`src/rtl/mips_mem_pkg.sv`:
```
// Shared types and default sizing for the unified instruction/data memory arbiter.
// Latency: n/a (types and constants only).
// Backpressure: n/a.
package mips_mem_pkg;

    localparam int unsigned AW_DEF         = 10;
    localparam int unsigned DW_DEF         = 32;
    localparam int unsigned MEM_LAT_DEF    = 1;
    localparam int unsigned STREAK_MAX_DEF = 4;

    // Streak counter holds 0..15; wait counter holds MEM_LAT-1 (0..3).
    localparam int unsigned STREAK_W = 4;
    localparam int unsigned LAT_W    = 2;

    typedef enum logic [1:0] {
        IDLE  = 2'd0,
        ISSUE = 2'd1,
        WAIT  = 2'd2,
        RESP  = 2'd3
    } arb_state_e;

    typedef enum logic {
        OWN_IF = 1'b0,
        OWN_DM = 1'b1
    } owner_e;

endpackage

```
`src/rtl/mem_arb_pick.sv`:
```
// Two-way fetch/data priority pick with a starvation guard on the fetch side.
// Latency: grants are combinational; streak count updates on the grant edge.
// Backpressure: grants only while arb_en_i; a requester not granted simply keeps valid.
//
// Ports: clk_i/rst_ni clock and async active-low reset; arb_en_i arbitration window;
//        if_vld_i/dm_vld_i request valids; grant_if_o/grant_dm_o one-hot grants.
module mem_arb_pick
    import mips_mem_pkg::*;
#(
    parameter int unsigned STREAK_MAX = STREAK_MAX_DEF
) (
    input  logic clk_i,
    input  logic rst_ni,
    input  logic arb_en_i,
    input  logic if_vld_i,
    input  logic dm_vld_i,
    output logic grant_if_o,
    output logic grant_dm_o
);

    logic [STREAK_W-1:0] streak_q;
    logic [STREAK_W-1:0] streak_d;
    logic                force_if;

    // Once data has won STREAK_MAX contended rounds in a row, fetch takes the next one.
    assign force_if = (streak_q == STREAK_W'(STREAK_MAX));

    always_comb begin
        grant_if_o = arb_en_i && if_vld_i && (!dm_vld_i || force_if);
        grant_dm_o = arb_en_i && dm_vld_i && !(if_vld_i && force_if);
        streak_d   = streak_q;
        if (grant_if_o) begin
            streak_d = '0;
        end else if (grant_dm_o && if_vld_i && !force_if) begin
            // Only contended data grants count; an idle fetch side is not being starved.
            streak_d = streak_q + STREAK_W'(1);
        end
    end

    always_ff @(posedge clk_i or negedge rst_ni) begin
        if (!rst_ni) begin
            streak_q <= '0;
        end else begin
            streak_q <= streak_d;
        end
    end

endmodule

```
`src/rtl/unified_mem_arbiter.sv`:
```
// Shares one single-ported memory between the fetch port and the load/store port.
// Latency: accept at T, mem_en at T+1, response pulse at T+2+MEM_LAT.
// Backpressure: one transaction in flight; ready is offered only in IDLE or RESP.
//
// Ports: clk1/rst_n; if_req_* / if_rsp_* fetch port; dm_req_* / dm_rsp_* load/store port;
//        mem_* one-cycle memory command and returned read data; busy = not IDLE.
module unified_mem_arbiter
    import mips_mem_pkg::*;
#(
    parameter int unsigned AW         = AW_DEF,
    parameter int unsigned DW         = DW_DEF,
    parameter int unsigned MEM_LAT    = MEM_LAT_DEF,
    parameter int unsigned STREAK_MAX = STREAK_MAX_DEF
) (
    input  logic          clk1,
    input  logic          rst_n,
    input  logic          if_req_valid,
    input  logic [AW-1:0] if_addr,
    output logic          if_req_ready,
    output logic          if_rsp_valid,
    output logic [DW-1:0] if_rdata,
    input  logic          dm_req_valid,
    input  logic          dm_we,
    input  logic [AW-1:0] dm_addr,
    input  logic [DW-1:0] dm_wdata,
    output logic          dm_req_ready,
    output logic          dm_rsp_valid,
    output logic [DW-1:0] dm_rdata,
    output logic          mem_en,
    output logic          mem_we,
    output logic [AW-1:0] mem_addr,
    output logic [DW-1:0] mem_wdata,
    input  logic [DW-1:0] mem_rdata,
    output logic          busy
);

    arb_state_e       state_q, state_d;
    owner_e           owner_q, owner_d;
    logic             we_q, we_d;
    logic [AW-1:0]    addr_q, addr_d;
    logic [DW-1:0]    wdata_q, wdata_d;
    logic [LAT_W-1:0] cnt_q, cnt_d;
    logic [DW-1:0]    if_rdata_q, if_rdata_d;
    logic [DW-1:0]    dm_rdata_q, dm_rdata_d;

    logic arb_en;
    logic grant_if;
    logic grant_dm;

    // RESP doubles as an arbitration slot so back-to-back requests lose no cycle.
    assign arb_en = (state_q == IDLE) || (state_q == RESP);

    mem_arb_pick #(
        .STREAK_MAX (STREAK_MAX)
    ) u_pick (
        .clk_i      (clk1),
        .rst_ni     (rst_n),
        .arb_en_i   (arb_en),
        .if_vld_i   (if_req_valid),
        .dm_vld_i   (dm_req_valid),
        .grant_if_o (grant_if),
        .grant_dm_o (grant_dm)
    );

    always_comb begin
        state_d    = state_q;
        owner_d    = owner_q;
        we_d       = we_q;
        addr_d     = addr_q;
        wdata_d    = wdata_q;
        cnt_d      = cnt_q;
        if_rdata_d = if_rdata_q;
        dm_rdata_d = dm_rdata_q;

        case (state_q)
            IDLE, RESP: begin
                if (grant_dm) begin
                    owner_d = OWN_DM;
                    we_d    = dm_we;
                    addr_d  = dm_addr;
                    wdata_d = dm_wdata;
                    state_d = ISSUE;
                end else if (grant_if) begin
                    owner_d = OWN_IF;
                    we_d    = 1'b0;
                    addr_d  = if_addr;
                    state_d = ISSUE;
                end else begin
                    state_d = IDLE;
                end
            end
            ISSUE: begin
                cnt_d   = LAT_W'(MEM_LAT - 1);
                state_d = WAIT;
            end
            WAIT: begin
                if (cnt_q == '0) begin
                    // Stores leave dm_rdata untouched; only reads capture.
                    if (owner_q == OWN_IF) begin
                        if_rdata_d = mem_rdata;
                    end else if (!we_q) begin
                        dm_rdata_d = mem_rdata;
                    end
                    state_d = RESP;
                end else begin
                    cnt_d = cnt_q - LAT_W'(1);
                end
            end
            default: state_d = IDLE;
        endcase
    end

    always_ff @(posedge clk1 or negedge rst_n) begin
        if (!rst_n) begin
            state_q    <= IDLE;
            owner_q    <= OWN_IF;
            we_q       <= 1'b0;
            addr_q     <= '0;
            wdata_q    <= '0;
            cnt_q      <= '0;
            if_rdata_q <= '0;
            dm_rdata_q <= '0;
        end else begin
            state_q    <= state_d;
            owner_q    <= owner_d;
            we_q       <= we_d;
            addr_q     <= addr_d;
            wdata_q    <= wdata_d;
            cnt_q      <= cnt_d;
            if_rdata_q <= if_rdata_d;
            dm_rdata_q <= dm_rdata_d;
        end
    end

    assign if_req_ready = grant_if;
    assign dm_req_ready = grant_dm;
    assign if_rsp_valid = (state_q == RESP) && (owner_q == OWN_IF);
    assign dm_rsp_valid = (state_q == RESP) && (owner_q == OWN_DM);
    assign if_rdata     = if_rdata_q;
    assign dm_rdata     = dm_rdata_q;
    // Command fields sit on the latch; only mem_en/mem_we qualify them.
    assign mem_en       = (state_q == ISSUE);
    assign mem_we       = (state_q == ISSUE) && we_q;
    assign mem_addr     = addr_q;
    assign mem_wdata    = wdata_q;
    assign busy         = (state_q != IDLE);

endmodule
```
`config.mk`:
```
export PLATFORM = sky130hd
export DESIGN_NAME = unified_mem_arbiter
export DESIGN_NICKNAME = d
export VERILOG_FILES = /design/src/rtl/mips_mem_pkg.sv /design/src/rtl/mem_arb_pick.sv /design/src/rtl/unified_mem_arbiter.sv
export SDC_FILE = /design/constraint.sdc
export NUM_CORES = 1
export LEC_CHECK = 0
export ABC_CLOCK_PERIOD_IN_PS = 3230
export CAP_MARGIN = 20
export CELL_PAD_IN_SITES_DETAIL_PLACEMENT = 1
export CELL_PAD_IN_SITES_GLOBAL_PLACEMENT = 2
export CORE_ASPECT_RATIO = 1.25
export CORE_MARGIN = 3
export CORE_UTILIZATION = 28
export CTS_CLUSTER_DIAMETER = 40
export DETAILED_ROUTE_END_ITERATION = 6
export PLACE_DENSITY = 0.78
export SYNTH_ARGS = -nofsm -noshare
export SYNTH_HDL_FRONTEND = slang
export SYNTH_HIERARCHICAL = 1
export SYNTH_SLANG_ARGS = --single-unit
```
`constraint.sdc`:
```
create_clock -name clk1 -period 3.23 [get_ports clk1]
set_input_delay 0.646 -clock clk1 [delete_from_list [all_inputs] [get_ports clk1]]
set_output_delay 0.646 -clock clk1 [all_outputs]
set_load 0.03 [all_outputs]
```
; ---- After elaboration in Yosys (flattened, before gate mapping)
; Cells that the tools add are included.
[op_classes]
bitwise_logic = 2
n_eq_ne = 6
mux = 13
add_sub_neg = 2
reduce_logical = 27
[ops]
columns = op, n
row1 = 2-to-1 mux 10 bit, 2
row2 = logical AND 1 bit, 10
row3 = 2-to-1 mux 4 bit, 2
row4 = nonzero test 2 bit, 4
row5 = case mux 2 bit (3 select lines), 1
row6 = AND reduction 2 bit, 3
row7 = 2-to-1 mux 1 bit, 5
row8 = adder 4 x 1 -> 4 bit (second input constant), 1
row9 = equality test 2 bit (second input constant), 2
row10 = equality test 4 x 3 -> 1 bit (second input constant), 1
row11 = logical NOT 2 bit, 2
row12 = 2-to-1 mux 2 bit, 2
row13 = inequality test 2 bit (second input constant), 2
row14 = case mux 2 bit (2 select lines), 1
row15 = AND reduction 4 bit, 1
row16 = logical NOT 1 bit, 3
row17 = AND reduction 3 bit, 1
row18 = equality test 2 x 1 -> 1 bit (second input constant), 1
row19 = logical OR 1 bit, 2
row20 = inverter 1 bit, 2
row21 = OR reduction 2 bit, 1
row22 = subtractor 2 x 1 -> 2 bit (second input constant), 1
[word_totals]
out_inout_bits = 113
in_bits = 89
ff_bits = 116

; ---- Depth between registers and ports, before layout
[logic_depth]
ltp_word = 8
mapped_depth = 11
mapped_depth_nobuf = 8

; ---- Modules after synthesis
; Netlist, hierarchy kept.
[by_module_without_submodules]
columns = module, area_per_inst_um2, seq_area_each_um2, cells_per_inst, instances
row1 = unified_mem_arbiter, 4541.9, 2802.7, 282, 1
row2 = mem_arb_pick, 262.8, 100.1, 30, 1

; ---- Worst setup path before layout
; No wires, ideal clock.
[synth_timing]
path_kind = register -> register
start = register state_q[0]
end = register wdata_q[10] (netlist: mem_wdata[10])
slack_ns = 0.453
required_time_ns = 3.105
arrival_ns = 2.652
synth_period_minus_slack_ns = 2.777
stages_incl_launch_ff = 11
cell_sequence = dfrtp_1 -> inv_1 -> ha_1 -> buf_2 -> inv_1 -> nand2_1 -> a31oi_1 -> nor2b_1 -> buf_2 -> buf_2 -> mux2_2
[synth_between]
elab_chain_cells = 5
[synth_rtl]
columns = element, line_no
row1 = start: declaration, unified_mem_arbiter.sv:37  ; arb_state_e state_q, state_d;
row2 = start signal: assignment, unified_mem_arbiter.sv:124  ; state_q <= state_d;
row3 = equality test 2 bit or logical NOT 2 bit (tied branches), unified_mem_arbiter.sv:51  ; assign arb_en = (state_q == IDLE) || (state_q == RESP);
row4 = logical OR 1 bit *, unified_mem_arbiter.sv:51
row5 = via arb_en, unified_mem_arbiter.sv:46  ; logic arb_en;
row6 = logical AND 1 bit * (2 in a row), mem_arb_pick.sv:30  ; grant_dm_o = arb_en_i && dm_vld_i && !(if_vld_i && force_if);
row7 = via dm_req_ready, unified_mem_arbiter.sv:26  ; output logic dm_req_ready,
row8 = AND reduction 2 bit (no line) *, n/a
row9 = end signal: assignment, unified_mem_arbiter.sv:128  ; wdata_q <= wdata_d;
row10 = end: declaration, unified_mem_arbiter.sv:41  ; logic [DW-1:0] wdata_q, wdata_d;
; Mark *: on every way through the listed nets, which the timed path passes. The rest lies on a longest branch.
; A chain may end at the register's enable or synchronous reset.

; ---- Worst setup path in the final report
[layout_timing]
start = register state_q[0]
end = output if_req_ready
[layout_between]
elab_chain_cells = 4
[layout_rtl]
columns = element, line_no
row1 = equality test 2 bit or logical NOT 2 bit (tied branches), unified_mem_arbiter.sv:51
row2 = logical OR 1 bit *, unified_mem_arbiter.sv:51
row3 = via arb_en, unified_mem_arbiter.sv:46
row4 = logical AND 1 bit * (2 in a row), mem_arb_pick.sv:29  ; grant_if_o = arb_en_i && if_vld_i && (!dm_vld_i || force_if);
row5 = end: declaration, unified_mem_arbiter.sv:19  ; output logic if_req_ready,
; Marks and branches as above.

==> reports/summary.md <==
For the initial antenna violation count, the log shows 0. The run gives 0.3570 ns as the post-placement setup slack. For this design the top-level I/O count stands at 202. After legalization and detailed placement, the total HPWL measured 9821 µm.

Of the available clock period, the critical path in the final layout requires 89.23%. The type of the worst setup path was flip-flop to output pin. The class of the tightest hold or removal check is input port to async pin.

For the total global routing overflow, the log shows 0. Counting every net in the synthesized netlist gives 408. Cell type with the highest aggregate area in the netlist: dfrtp_1. Summing the sequential cell areas from Yosys gives 60.42% of the chip area.

Row generation in the floorplan step produced 52 rows. The remaining max-slew budget at the tightest pin is 61.63%. For this run, asynchronously set or reset flops after synthesis account for 100.0%. The logs give 0.01033 ns for the final clock skew and 42 for the largest net degree at the start of global routing.

For this design, the CTS-stage hold fixing added 0 buffers. The maximum clock path buffer count was 2; the peak fanout along the critical path was 12. The final period demand of the worst path was 2.882 ns.

The tools report the number of iterations in the first detailed-routing pass as 4. TritonCTS built the clock tree. Number of cells after detailed placement: 724.

The sum of negative setup slack was 0 ns; the data required time of the critical path was 2.58 ns. The data arrival time of the critical path was 2.24 ns; the peak clock frequency supported by timing was 0.3470 GHz. Setup slack of the critical path after layout: 0.3480 ns. The share of synthesized area in the top cell type comes to 60.42%. The overall via count from detail_route was 3400. The stage delay of the slowest cell on the critical path was 0.44 ns.

The cell count after synthesis came out at 312. The kind of start point of the critical path was a flip-flop. The completed layout was analyzed and its total power is 9.573 mW.

Port buffering added 201 buffers. The max-capacitance violation count is 0, and the number of flops mapped to enable cells by yosys is 0. The layout has 1704 filler cells.

The tools report the final wirelength as 13230 µm. The most used flip-flop cell after synthesis is dfrtp_1. The run gives 0 as the number of pins exceeding their max-slew limit in the final report. Buffers inserted during clock tree synthesis total 17. The area growth from synthesis to layout is 59.58%. Setup repair after global routing left no endpoint under its margin. The DRC violations left is 0. The largest individual stage delay along the critical path comes from the cell ha_1.

By area the synthesized netlist is led by dfrtp_1 60%, mux2_2 15%, mux2_4 9.4%. The post-detailed-route via-to-cell ratio is 4.497. The floorplan core area was 16530 µm². In the global route stage, met1 resource usage came out at 16.21%. Combined global-route utilization of all metal layers: 14.52%. Number of routed nets with antenna violations: 0. For met3 alone, demand over resource in global routing was 5.347%. The clock input transition at the sequential cells of the worst setup and hold paths is 0.06 ns, and the distinct cell type count after synthesis is 36. The kind of cell adding the most delay to the critical path is buffers and inverters. For this design the ratio of total power to cell area is 1249 nW/µm². The run gives 432.6 µV as the maximum vdd drop. The number of DRC markers after the initial detailed-route iteration is 95.

The die covers 18780 µm². The clock latency on the worst-skew pair was 0.40 ns. The first global-routing pass estimated 21000 µm of wire.

The die is 152.5 µm tall. The tools report the final hold violation count as 0. STA classifies the critical path endpoint as an output pin.

Walking the worst path, the cells encountered are inv_1, ha_1, inv_1, nand2_1, a21oi_1, buf_4, buf_4. For this run, global-route usage on met2 was measured as 24.96%. At the end of the flow, the number of nets in the layout was 623.

Setup violations remaining at the end of the flow were counted as 0. The wire length per cell came out at 17.50 µm. The root buffer cell chosen for the clock tree is clkbuf_16. The number of clock sinks is 116, and the count of buffering cells on the critical path with inverters included is 4. The logs give 0 for the final antenna diode count and 4805 µm² for the netlist area before placement. In the final layout, the share of cells above drive strength 1 is 28.15%.

Measured along the x axis, the die boundary spans 123.2 µm. At the end of routability-driven placement, the weighted congestion stood at 0.6933. The transition time at the pin with the least slew margin was 0.5734 ns.

Measured on the finished design, the core utilization comes to 46.40%. For this design the static power due to leakage is 3.256 nW. The run gives 29.07% as the effective utilization at floorplan.

The run finished with clean final reports. The synthesized design contains 116 register bits. The count of H-tree levels built during CTS came out at 4.

Once layout is complete, the cells apart from fillers number 756. The Yosys step of the flow raised 6 warnings. The synthesized area per cell was 15.40 µm². In this run the most used layer during global routing was met2.

The run gives 3835 as the via count of the first global-routing pass.
## cell usage in the layout, fill, tap and decap left out, drive strengths merged, types with 7 or more instances in the layout
cell type,count
o221a,9
ha,7
clkbuf,18
nand3b,10
dfrtp,116
inv,13
clkdlybuf4s50,198
nand2,13
buf,11
mux2,96
## logic make-up (layout without fill, tap and decap cells)
family                     Yosys count  after routing  synth area share [%]
xor gates and xnor gates             1              1                0.1823
and+or+nand+nor                     43             43                 5.104
AOI/OAI and AO/OA                   25             25                 4.349
adders and majority gates            7              7                 1.823
muxes                               96             96                 24.84
buffers and inverters               24            252                 3.281
DFF                                116            116                 60.42
## layout make-up
type	instances	area (µm²)	area share, %
Clock buffer	18	439.2	5.728
Multi-Input combinational cell	172	1752	22.85
Inverter	10	37.54	0.4896
Clock inverter	14	176.4	2.301
Sequential cell	116	2903	37.86
Timing Repair Buffer	210	2090	27.25
Tap cell	216	270.3	3.525
## timing repair
action / in CTS / in global routing
buffers inserted: 0 / 0
gates resized for setup: 0 / 1
endpoints found under the setup margin: 0 / 1
## routing by layer
layer	up-vias	wire length (µm)	share of wire (%)
met5	-	0	0
met4	0	278	2.1
met3	18	930	7.0
met2	127	6817	52
met1	1715	5207	39
li1	1540	-	-
## metrics by stage
stage | area [µm²] | hold WS, ns
after floorplan | 4805 | 0.3504
after global placement | 7029 | 0.4772
after detailed placement | 7049 | 0.4821
after CTS | 7665 | 0.2513
after global routing | 7667 | 0.2515
final | 7667 | 0.2379
## worst paths after layout
check | from | to | slack (ns) | cells after the start
max | state_q[0] | if_req_ready | 0.35 | 7
min | rst_n | if_rdata[11] | 0.24 | 1
max reg2reg | state_q[0] | mem_wdata[23] | 0.70 | 9
min reg2reg | cnt_q[1] | cnt_q[1] | 0.50 | 1
max in group asynchronous | rst_n | if_rdata[25] | 2.20 | 2
min in group clk1 | cnt_q[1] | cnt_q[1] | 0.50 | 1
## cells in the mapped netlist (all sizes together) (2+ instances only)
master  number
mux2        96
dfrtp      116
o221a        9
nand2       13
nand3b      10
nor2b        3
ha           7
inv         10
nor2         3
and2         2
o21ai        6
nand3        4
nand2b       2
nand4        2
buf         13
## worst reg2reg max path: stages, from the launching register on
cell     delay, ns
dfrtp_1       0.40
inv_1         0.09
ha_1          0.44
inv_1         0.19
nand2_1       0.08
a31oi_1       0.19
buf_4         0.18
nor2b_4       0.14
buf_4         0.31
mux2_2        0.40
## power by group
group / leakage [nW] / internal [mW] / total, mW / switching (mW)
clock network: 0.286 / 1.24 / 1.94 / 0.698
logic: 1.61 / 2.40 / 5.02 / 2.62
registers: 1.36 / 2.20 / 2.62 / 0.411
## state kept, by name (all words and copies together), names as in the netlist
register / flops
u_pick/streak_q: 4
mem_addr: 10
owner_q: 1
cnt_q: 2
if_rdata: 32
mem_wdata: 32
state_q: 2
dm_rdata: 32
we_q: 1
(Power assumes the default switching activity.)
